==> config.mk <==
export PLATFORM = sky130hd
export DESIGN_NAME = rs_dec_frame_ctrl
export DESIGN_NICKNAME = d
export VERILOG_FILES = /design/src/rtl/rs_dec_pkg.sv /design/src/rtl/rs_dec_hit_log.sv /design/src/rtl/rs_dec_frame_ctrl.sv
export SDC_FILE = /design/constraint.sdc
export NUM_CORES = 1
export LEC_CHECK = 0
export BUFFER_PORTS_ARGS = -buffer_cell sky130_fd_sc_hd__buf_2
export CORE_ASPECT_RATIO = 1.5
export CORE_MARGIN = 5
export CORE_UTILIZATION = 55
export DETAILED_ROUTE_END_ITERATION = 8
export HOLD_SLACK_MARGIN = 0.02
export PLACE_DENSITY_LB_ADDON = 0.1
export SLEW_MARGIN = 10
export SYNTH_ARGS = -nofsm -noshare
export SYNTH_HDL_FRONTEND = slang
export SYNTH_SLANG_ARGS = --single-unit
==> constraint.sdc <==
create_clock -name i_clk -period 4.3 [get_ports i_clk]
set_input_delay 0.645 -clock i_clk [delete_from_list [all_inputs] [get_ports i_clk]]
set_output_delay 0.645 -clock i_clk [all_outputs]
set_load 0.03 [all_outputs]
==> src/rtl/rs_dec_pkg.sv <==
`default_nettype none
// ---------------------------------------------------------------------------
// rs_dec_pkg : shared constants for the RS(32,28) decoder control slice
// Revision   : 1.0
// ---------------------------------------------------------------------------
package rs_dec_pkg;

   localparam int RS_N    = 32;
   localparam int RS_NSYM = 4;

   localparam logic [3:0] S_IDLE         = 4'd0;
   localparam logic [3:0] S_COLLECT      = 4'd1;
   localparam logic [3:0] S_SYND_WAIT    = 4'd2;
   localparam logic [3:0] S_EUCLID_START = 4'd3;
   localparam logic [3:0] S_EUCLID_WAIT  = 4'd4;
   localparam logic [3:0] S_CHIEN        = 4'd5;
   localparam logic [3:0] S_CHECK        = 4'd6;
   localparam logic [3:0] S_CORR         = 4'd7;
   localparam logic [3:0] S_DONE         = 4'd8;

   localparam logic [1:0] ST_CLEAN   = 2'd0;
   localparam logic [1:0] ST_CORR    = 2'd1;
   localparam logic [1:0] ST_UNCORR  = 2'd2;
   localparam logic [1:0] ST_TIMEOUT = 2'd3;

endpackage
`default_nettype wire

==> src/rtl/rs_dec_hit_log.sv <==
`default_nettype none
// ---------------------------------------------------------------------------
// rs_dec_hit_log : two Chien root position slots and a saturating hit count
// Revision       : 1.0
// ---------------------------------------------------------------------------
module rs_dec_hit_log (
   input  logic       i_clk,
   input  logic       i_resb,
   input  logic       i_clr,
   input  logic       i_cap,
   input  logic [4:0] i_pos,
   output logic [1:0] o_cnt,
   output logic [4:0] o_slot0,
   output logic [4:0] o_slot1
);

   logic [1:0] r_cnt;
   logic [4:0] r_slot0;
   logic [4:0] r_slot1;

   // Only the first two roots are kept; the count keeps going to 3 so a
   // third root is still visible as a locator/root mismatch.
   always_ff @(posedge i_clk or negedge i_resb) begin
      if (!i_resb) begin
         r_cnt   <= 2'd0;
         r_slot0 <= 5'd0;
         r_slot1 <= 5'd0;
      end else if (i_clr) begin
         r_cnt   <= 2'd0;
         r_slot0 <= 5'd0;
         r_slot1 <= 5'd0;
      end else if (i_cap) begin
         if (r_cnt == 2'd0) r_slot0 <= i_pos;
         if (r_cnt == 2'd1) r_slot1 <= i_pos;
         if (r_cnt != 2'd3) r_cnt <= r_cnt + 2'd1;
      end
   end

   assign o_cnt   = r_cnt;
   assign o_slot0 = r_slot0;
   assign o_slot1 = r_slot1;

endmodule
`default_nettype wire

==> src/rtl/rs_dec_frame_ctrl.sv <==
`default_nettype none
// ---------------------------------------------------------------------------
// rs_dec_frame_ctrl : frame sequencer for the RS(32,28) decoder datapath
// Revision          : 1.0
// ---------------------------------------------------------------------------
module rs_dec_frame_ctrl
   import rs_dec_pkg::*;
#(
   parameter int N       = RS_N,
   parameter int TIMEOUT = 64
) (
   input  logic       i_clk,
   input  logic       i_resb,
   input  logic       i_frame_start,
   input  logic       i_sym_valid,
   output logic       o_synd_clr,
   output logic       o_synd_en,
   input  logic       i_synd_zero,
   output logic       o_synd_sync,
   input  logic       i_euclid_ready,
   input  logic [1:0] i_deg_lambda,
   output logic       o_chien_en,
   output logic [4:0] o_chien_pos,
   input  logic       i_chien_hit,
   output logic       o_corr_we,
   output logic [4:0] o_corr_pos,
   output logic       o_frame_done,
   output logic [1:0] o_status,
   output logic       o_overrun,
   output logic       o_busy
);

   localparam int                  c_SYM_W     = $clog2(N);
   localparam int                  c_WAIT_W    = $clog2(TIMEOUT + 2);
   localparam logic [c_SYM_W-1:0]  c_SYM_LAST  = c_SYM_W'(N - 1);
   localparam logic [4:0]          c_POS_LAST  = 5'(N - 1);
   localparam logic [c_WAIT_W-1:0] c_GUARD     = c_WAIT_W'(2);
   localparam logic [c_WAIT_W-1:0] c_WAIT_LAST = c_WAIT_W'(TIMEOUT + 1);

   logic [3:0]          r_state;
   logic [3:0]          w_state_nxt;
   logic [1:0]          r_status_pend;
   logic [1:0]          w_status_nxt;
   logic [c_SYM_W-1:0]  r_sym_cnt;
   logic [c_WAIT_W-1:0] r_wait_cnt;
   logic [4:0]          r_chien_pos;
   logic [4:0]          r_corr_pos;
   logic [1:0]          r_deg;
   logic [1:0]          r_status;
   logic                r_corr_idx;
   logic                r_synd_clr;
   logic                r_synd_sync;
   logic                r_chien_en;
   logic                r_corr_we;
   logic                r_frame_done;
   logic                r_overrun;
   logic                r_busy;

   logic [1:0]          w_hit_cnt;
   logic [4:0]          w_slot0;
   logic [4:0]          w_slot1;
   logic                w_start;
   logic                w_last_sym;
   logic                w_ready_ok;
   logic                w_deg_ok;
   logic                w_hit_cap;

   assign w_start    = i_frame_start && (r_state == S_IDLE);
   assign w_last_sym = (r_state == S_COLLECT) && i_sym_valid && (r_sym_cnt == c_SYM_LAST);
   assign w_ready_ok = (r_wait_cnt >= c_GUARD) && i_euclid_ready;
   assign w_deg_ok   = ((r_deg == 2'd1) || (r_deg == 2'd2)) && (w_hit_cnt == r_deg);
   assign w_hit_cap  = (r_state == S_CHIEN) && i_chien_hit;

   rs_dec_hit_log u_hit_log (
      .i_clk   (i_clk),
      .i_resb  (i_resb),
      .i_clr   (w_start),
      .i_cap   (w_hit_cap),
      .i_pos   (r_chien_pos),
      .o_cnt   (w_hit_cnt),
      .o_slot0 (w_slot0),
      .o_slot1 (w_slot1)
   );

   always_comb begin
      w_state_nxt  = r_state;
      w_status_nxt = r_status_pend;
      case (r_state)
         S_IDLE:         if (w_start) w_state_nxt = S_COLLECT;
         S_COLLECT:      if (w_last_sym) w_state_nxt = S_SYND_WAIT;
         S_SYND_WAIT: begin
            if (i_synd_zero) begin
               w_state_nxt  = S_DONE;
               w_status_nxt = ST_CLEAN;
            end else begin
               w_state_nxt  = S_EUCLID_START;
            end
         end
         S_EUCLID_START: w_state_nxt = S_EUCLID_WAIT;
         S_EUCLID_WAIT: begin
            // A result on the last allowed cycle still wins over the timeout.
            if (w_ready_ok) begin
               w_state_nxt  = S_CHIEN;
            end else if (r_wait_cnt == c_WAIT_LAST) begin
               w_state_nxt  = S_DONE;
               w_status_nxt = ST_TIMEOUT;
            end
         end
         S_CHIEN:        if (r_chien_pos == c_POS_LAST) w_state_nxt = S_CHECK;
         S_CHECK: begin
            if (w_deg_ok) begin
               w_state_nxt  = S_CORR;
               w_status_nxt = ST_CORR;
            end else begin
               w_state_nxt  = S_DONE;
               w_status_nxt = ST_UNCORR;
            end
         end
         S_CORR: begin
            if (!r_corr_idx && (w_hit_cnt == 2'd2)) w_state_nxt = S_CORR;
            else                                    w_state_nxt = S_DONE;
         end
         S_DONE:         w_state_nxt = S_IDLE;
         default:        w_state_nxt = S_IDLE;
      endcase
   end

   always_ff @(posedge i_clk or negedge i_resb) begin
      if (!i_resb) begin
         r_state       <= S_IDLE;
         r_status_pend <= ST_CLEAN;
         r_status      <= ST_CLEAN;
         r_sym_cnt     <= '0;
         r_wait_cnt    <= '0;
         r_chien_pos   <= 5'd0;
         r_corr_pos    <= 5'd0;
         r_corr_idx    <= 1'b0;
         r_deg         <= 2'd0;
         r_synd_clr    <= 1'b0;
         r_synd_sync   <= 1'b0;
         r_chien_en    <= 1'b0;
         r_corr_we     <= 1'b0;
         r_frame_done  <= 1'b0;
         r_overrun     <= 1'b0;
         r_busy        <= 1'b0;
      end else begin
         r_state       <= w_state_nxt;
         r_status_pend <= w_status_nxt;
         r_busy        <= (w_state_nxt != S_IDLE);
         r_synd_clr    <= w_start;
         r_synd_sync   <= (w_state_nxt == S_EUCLID_START);
         r_chien_en    <= (w_state_nxt == S_CHIEN);
         r_corr_we     <= (w_state_nxt == S_CORR);
         r_frame_done  <= (w_state_nxt == S_DONE);
         r_overrun     <= i_frame_start && (r_state != S_IDLE);

         // Status only changes together with the done pulse.
         if (w_state_nxt == S_DONE) r_status <= w_status_nxt;

         if (w_start)
            r_sym_cnt <= '0;
         else if ((r_state == S_COLLECT) && i_sym_valid)
            r_sym_cnt <= r_sym_cnt + c_SYM_W'(1);

         if (r_state == S_EUCLID_WAIT) r_wait_cnt <= r_wait_cnt + c_WAIT_W'(1);
         else                          r_wait_cnt <= '0;

         if ((r_state == S_EUCLID_WAIT) && w_ready_ok) r_deg <= i_deg_lambda;

         if (r_state == S_CHIEN) r_chien_pos <= r_chien_pos + 5'd1;
         else                    r_chien_pos <= 5'd0;

         if (r_state == S_CHECK) begin
            r_corr_idx <= 1'b0;
            r_corr_pos <= w_slot0;
         end else if ((r_state == S_CORR) && (w_state_nxt == S_CORR)) begin
            r_corr_idx <= 1'b1;
            r_corr_pos <= w_slot1;
         end
      end
   end

   assign o_synd_en    = (r_state == S_COLLECT) && i_sym_valid;
   assign o_synd_clr   = r_synd_clr;
   assign o_synd_sync  = r_synd_sync;
   assign o_chien_en   = r_chien_en;
   assign o_chien_pos  = r_chien_pos;
   assign o_corr_we    = r_corr_we;
   assign o_corr_pos   = r_corr_pos;
   assign o_frame_done = r_frame_done;
   assign o_status     = r_status;
   assign o_overrun    = r_overrun;
   assign o_busy       = r_busy;

endmodule
`default_nettype wire

==> flow_summary.json <==
{
  "result_of_the_run": "finished clean",
  "grt_remaining_overflow": 0,
  "largest_fanout_on_the_critical_path": 10,
  "worst_setup_path_start_kind": "flip-flop",
  "num_rows": 29,
  "maximum_number_of_pins_on_one_net_before_global_route_repair": 53,
  "clk_root_buffer_cell": "sky130_fd_sc_hd__clkbuf_8",
  "die_height_um": 91.7,
  "syn2layout_area_growth_pct": 10.4,
  "ys_ff_latch": 52,
  "first_global_vias": 1602,
  "port-buffer-count": 28,
  "wl_per_cell_um": 16.2,
  "timing.final.max_slew_violations": 0,
  "r2r_slack_ns": 2.04,
  "yosysUniqueCellTypes": 43,
  "sequential_cell_area_in_the_final_layout_um2": 1300,
  "place_hpwl_mm": 3.37,
  "synth_async_sr_flop_share_pct": 100,
  "startpoint_of_the_lowest_slack_register_to_register_path": "r_state[0]",
  "cts_setup_buffers": 0,
  "path_class": "flip-flop to output pin",
  "synth_ff_type": "sky130_fd_sc_hd__dfrtp_1",
  "transition_time_of_the_tightest_slew_check_pin_ns": 0.824,
  "initial_core_util_pct": 57.2,
  "cts-root-to-sink-buffers": 2,
  "globalRouteTotalUtil_pct": 17.2,
  "ctsResizeCount": 0,
  "synth.cell_area_um2": 2450,
  "hp-class": "input pin to asynchronous set/reset pin",
  "cts_hold_buf": 0,
  "critical_path.reg2reg.endpoint": "r_sym_cnt[0]",
  "multi_input_comb_area_um2": 1070,
  "htreeDepth": 2,
  "critical_path.slowest_cell": "sky130_fd_sc_hd__nor4b_2",
  "max-cap-violations": 0,
  "fillers": 349,
  "routabilityCongestion": 0.736,
  "finalNetCount": 266,
  "die_x_um": 64.5,
  "cts_sinks": 52,
  "p_leak_nw": 1.43,
  "grt_first_pass_wirelength_mm": 7.91,
  "critPathMaxStageDelay_ns": 0.55,
  "antenna_cells_inserted": 0,
  "instances_no_fill": 293,
  "detail_route.drc_violations": 0,
  "final.setup.tns_ns": 0,
  "cp_cell_sequence": "nor4b_2 -> and2_1 -> buf_2",
  "overall_die_area_um2": 5910,
  "finalCritPeriodShare_pct": 59.9,
  "synth-seq-area-share_pct": 53.2,
  "top_level_ports": 29,
  "tritoncts": "yes",
  "worstSetupStartpoint": "r_state[1]",
  "critical_path.endpoint_type": "output pin",
  "maxClockFrequency_mhz": 388,
  "drt-initial-drc-count": 50,
  "avgSynthCellArea_um2": 11.1,
  "cp_data_arrival_time_ns": 1.93,
  "clk_latency_ns": 0.30,
  "endpoint": "o_synd_en",
  "worst_slew_margin_rel_pct": 44.4,
  "finalCriticalPeriod_ns": 2.58,
  "netlist_instances": 220,
  "post_route_cells_drive_above_1_share_pct": 20.6,
  "cts_made_buffers": 5,
  "clk_pin_slew_ns": 0.09,
  "place.detailed.instances": 285,
  "route.final.wire_length_mm": 4.75,
  "synth_enable_flop_cells": 0,
  "route.antenna.remaining_nets": 0,
  "dr_total_vias": 1642,
  "timing.reg2reg.worst_path_depth": 4,
  "avgViaCountPerCell": 5.60,
  "ys.warnings.count": 0,
  "drt_first_pass_iters": 4,
  "finalHoldViolations": 0,
  "design.core.area_um2": 4280,
  "clock-skew-final_ns": 0.0103,
  "power-per-cell-area_nw_per_um2": 493,
  "number_of_antenna_violations_at_the_first_check_in_global_routing": 0,
  "setup_repair_after_global_routing_missed_its_margin": "no",
  "worstPathRequired_ns": 3.65,
  "finalSetupViolations": 0,
  "mappedNetlistNets": 240,
  "vdd.ir_drop.worst_mv": 0.413
}
==> final cells by class <==
| cell class | count | area share (%) |
|---|---|---|
| multi-input cells | 149 | 39.5 |
| clock inverters | 1 | 0.278 |
| clock buffers | 7 | 3.20 |
| well taps | 46 | 2.13 |
| flip-flops and latches | 52 | 48.2 |
| inverters | 9 | 1.25 |
| repair buffers | 29 | 5.47 |
==> cells by family after synthesis <==
family	share of synthesized area, %
flops	53.2
fa+ha+maj	5.62
compound gates	7.26
buf+inv	3.22
simple gates	18.4
mux	8.38
xor+xnor	3.94
==> layer usage <==
metal / global-route usage, % / wire length (um) / up-vias
met4: 6.35 / 76 / 0
met3: 3.67 / 151 / 9
met5: 0 / 0 / -
met2: 29.5 / 2490 / 31
li1: - / - / 797
met1: 21.2 / 2030 / 805
==> state kept, by name (all words and copies together) (netlist names), 2 cells and up <==
name               cells
r_deg                  2
o_corr_pos             5
r_sym_cnt              5
u_hit_log.o_slot1      5
o_status               2
r_state                4
r_status_pend          2
o_chien_pos            5
u_hit_log.o_slot0      5
u_hit_log.o_cnt        2
r_wait_cnt             7
==> worst min-delay path by stage <==
| stage | cells past startpoint | endpoint | slack, ns |
|---|---|---|---|
| after CTS | 2 | r_wait_cnt[0] | 0.47 |
| final | 2 | r_wait_cnt[0] | 0.45 |
| after global placement | 2 | o_corr_pos[2] | 0.48 |
| after detailed placement | 2 | o_corr_pos[2] | 0.48 |
| after global routing | 2 | o_overrun | 0.49 |
| after floorplan | 0 | o_busy | 0.35 |
==> per-stage QoR <==
stage                     worst slack (ns)  utilization (%)  power, mW  area (um^2)  hold slack [ns]
after detailed placement              2.01             60.9       1.06         2610            0.477
after global routing                  1.61             63.1       1.42         2700            0.492
after CTS                             1.70             63.1       1.34         2700            0.473
final                                 1.72             63.1       1.33         2700            0.446
after floorplan                       2.34                -      0.948         2450            0.349
after global placement                2.02             60.9       1.05         2610            0.479
==> report_power, final <==
group,internal [mW],switching [mW],leakage (nW)
combinational,0.156,0.201,0.718
sequential,0.584,0.102,0.671
clock,0.131,0.157,0.0445
total,0.872,0.460,1.43
==> cell usage in the layout, fill, tap and decap left out, drive strengths merged, types with 4 or more instances in the layout <==
cell    Yosys  final
nand4       4      4
mux2        4      4
and2        4      4
buf         5     29
xor2        8      8
mux2i      16     16
clkbuf      5      7
nor2       29     29
inv         9      9
ha         11     11
o21ai       9      9
nand3       8      8
nand2      20     20
dfrtp      52     52
==> synthesized netlist by cell type, types with 2 or more instances <==
library cell | n | area [um^2]
sky130_fd_sc_hd__a21oi_1 | 3 | 15.0
sky130_fd_sc_hd__a22o_1 | 2 | 17.5
sky130_fd_sc_hd__and2_1 | 4 | 25.0
sky130_fd_sc_hd__and3_1 | 2 | 12.5
sky130_fd_sc_hd__buf_2 | 5 | 25.0
sky130_fd_sc_hd__clkbuf_1 | 4 | 15.0
sky130_fd_sc_hd__dfrtp_1 | 52 | 1300
sky130_fd_sc_hd__ha_1 | 11 | 138
sky130_fd_sc_hd__inv_1 | 9 | 33.8
sky130_fd_sc_hd__mux2_2 | 4 | 45.0
sky130_fd_sc_hd__mux2i_1 | 16 | 160
sky130_fd_sc_hd__nand2_1 | 20 | 75.1
sky130_fd_sc_hd__nand3_1 | 8 | 40.0
sky130_fd_sc_hd__nand4_1 | 3 | 18.8
sky130_fd_sc_hd__nor2_1 | 29 | 109
sky130_fd_sc_hd__nor2b_1 | 2 | 12.5
sky130_fd_sc_hd__nor4bb_1 | 3 | 30.0
sky130_fd_sc_hd__o21ai_0 | 8 | 40.0
sky130_fd_sc_hd__or4_1 | 2 | 15.0
sky130_fd_sc_hd__xnor2_1 | 3 | 26.3
sky130_fd_sc_hd__xor2_1 | 8 | 70.1
==> critical path, delay by kind of cell (launching register included) <==
family                 cells  cell delay (ns)
AND/OR/NAND/NOR            2             0.88
buffers and inverters      1             0.24
flip-flops                 1             0.51
Power figures use the tool's default switching activity.
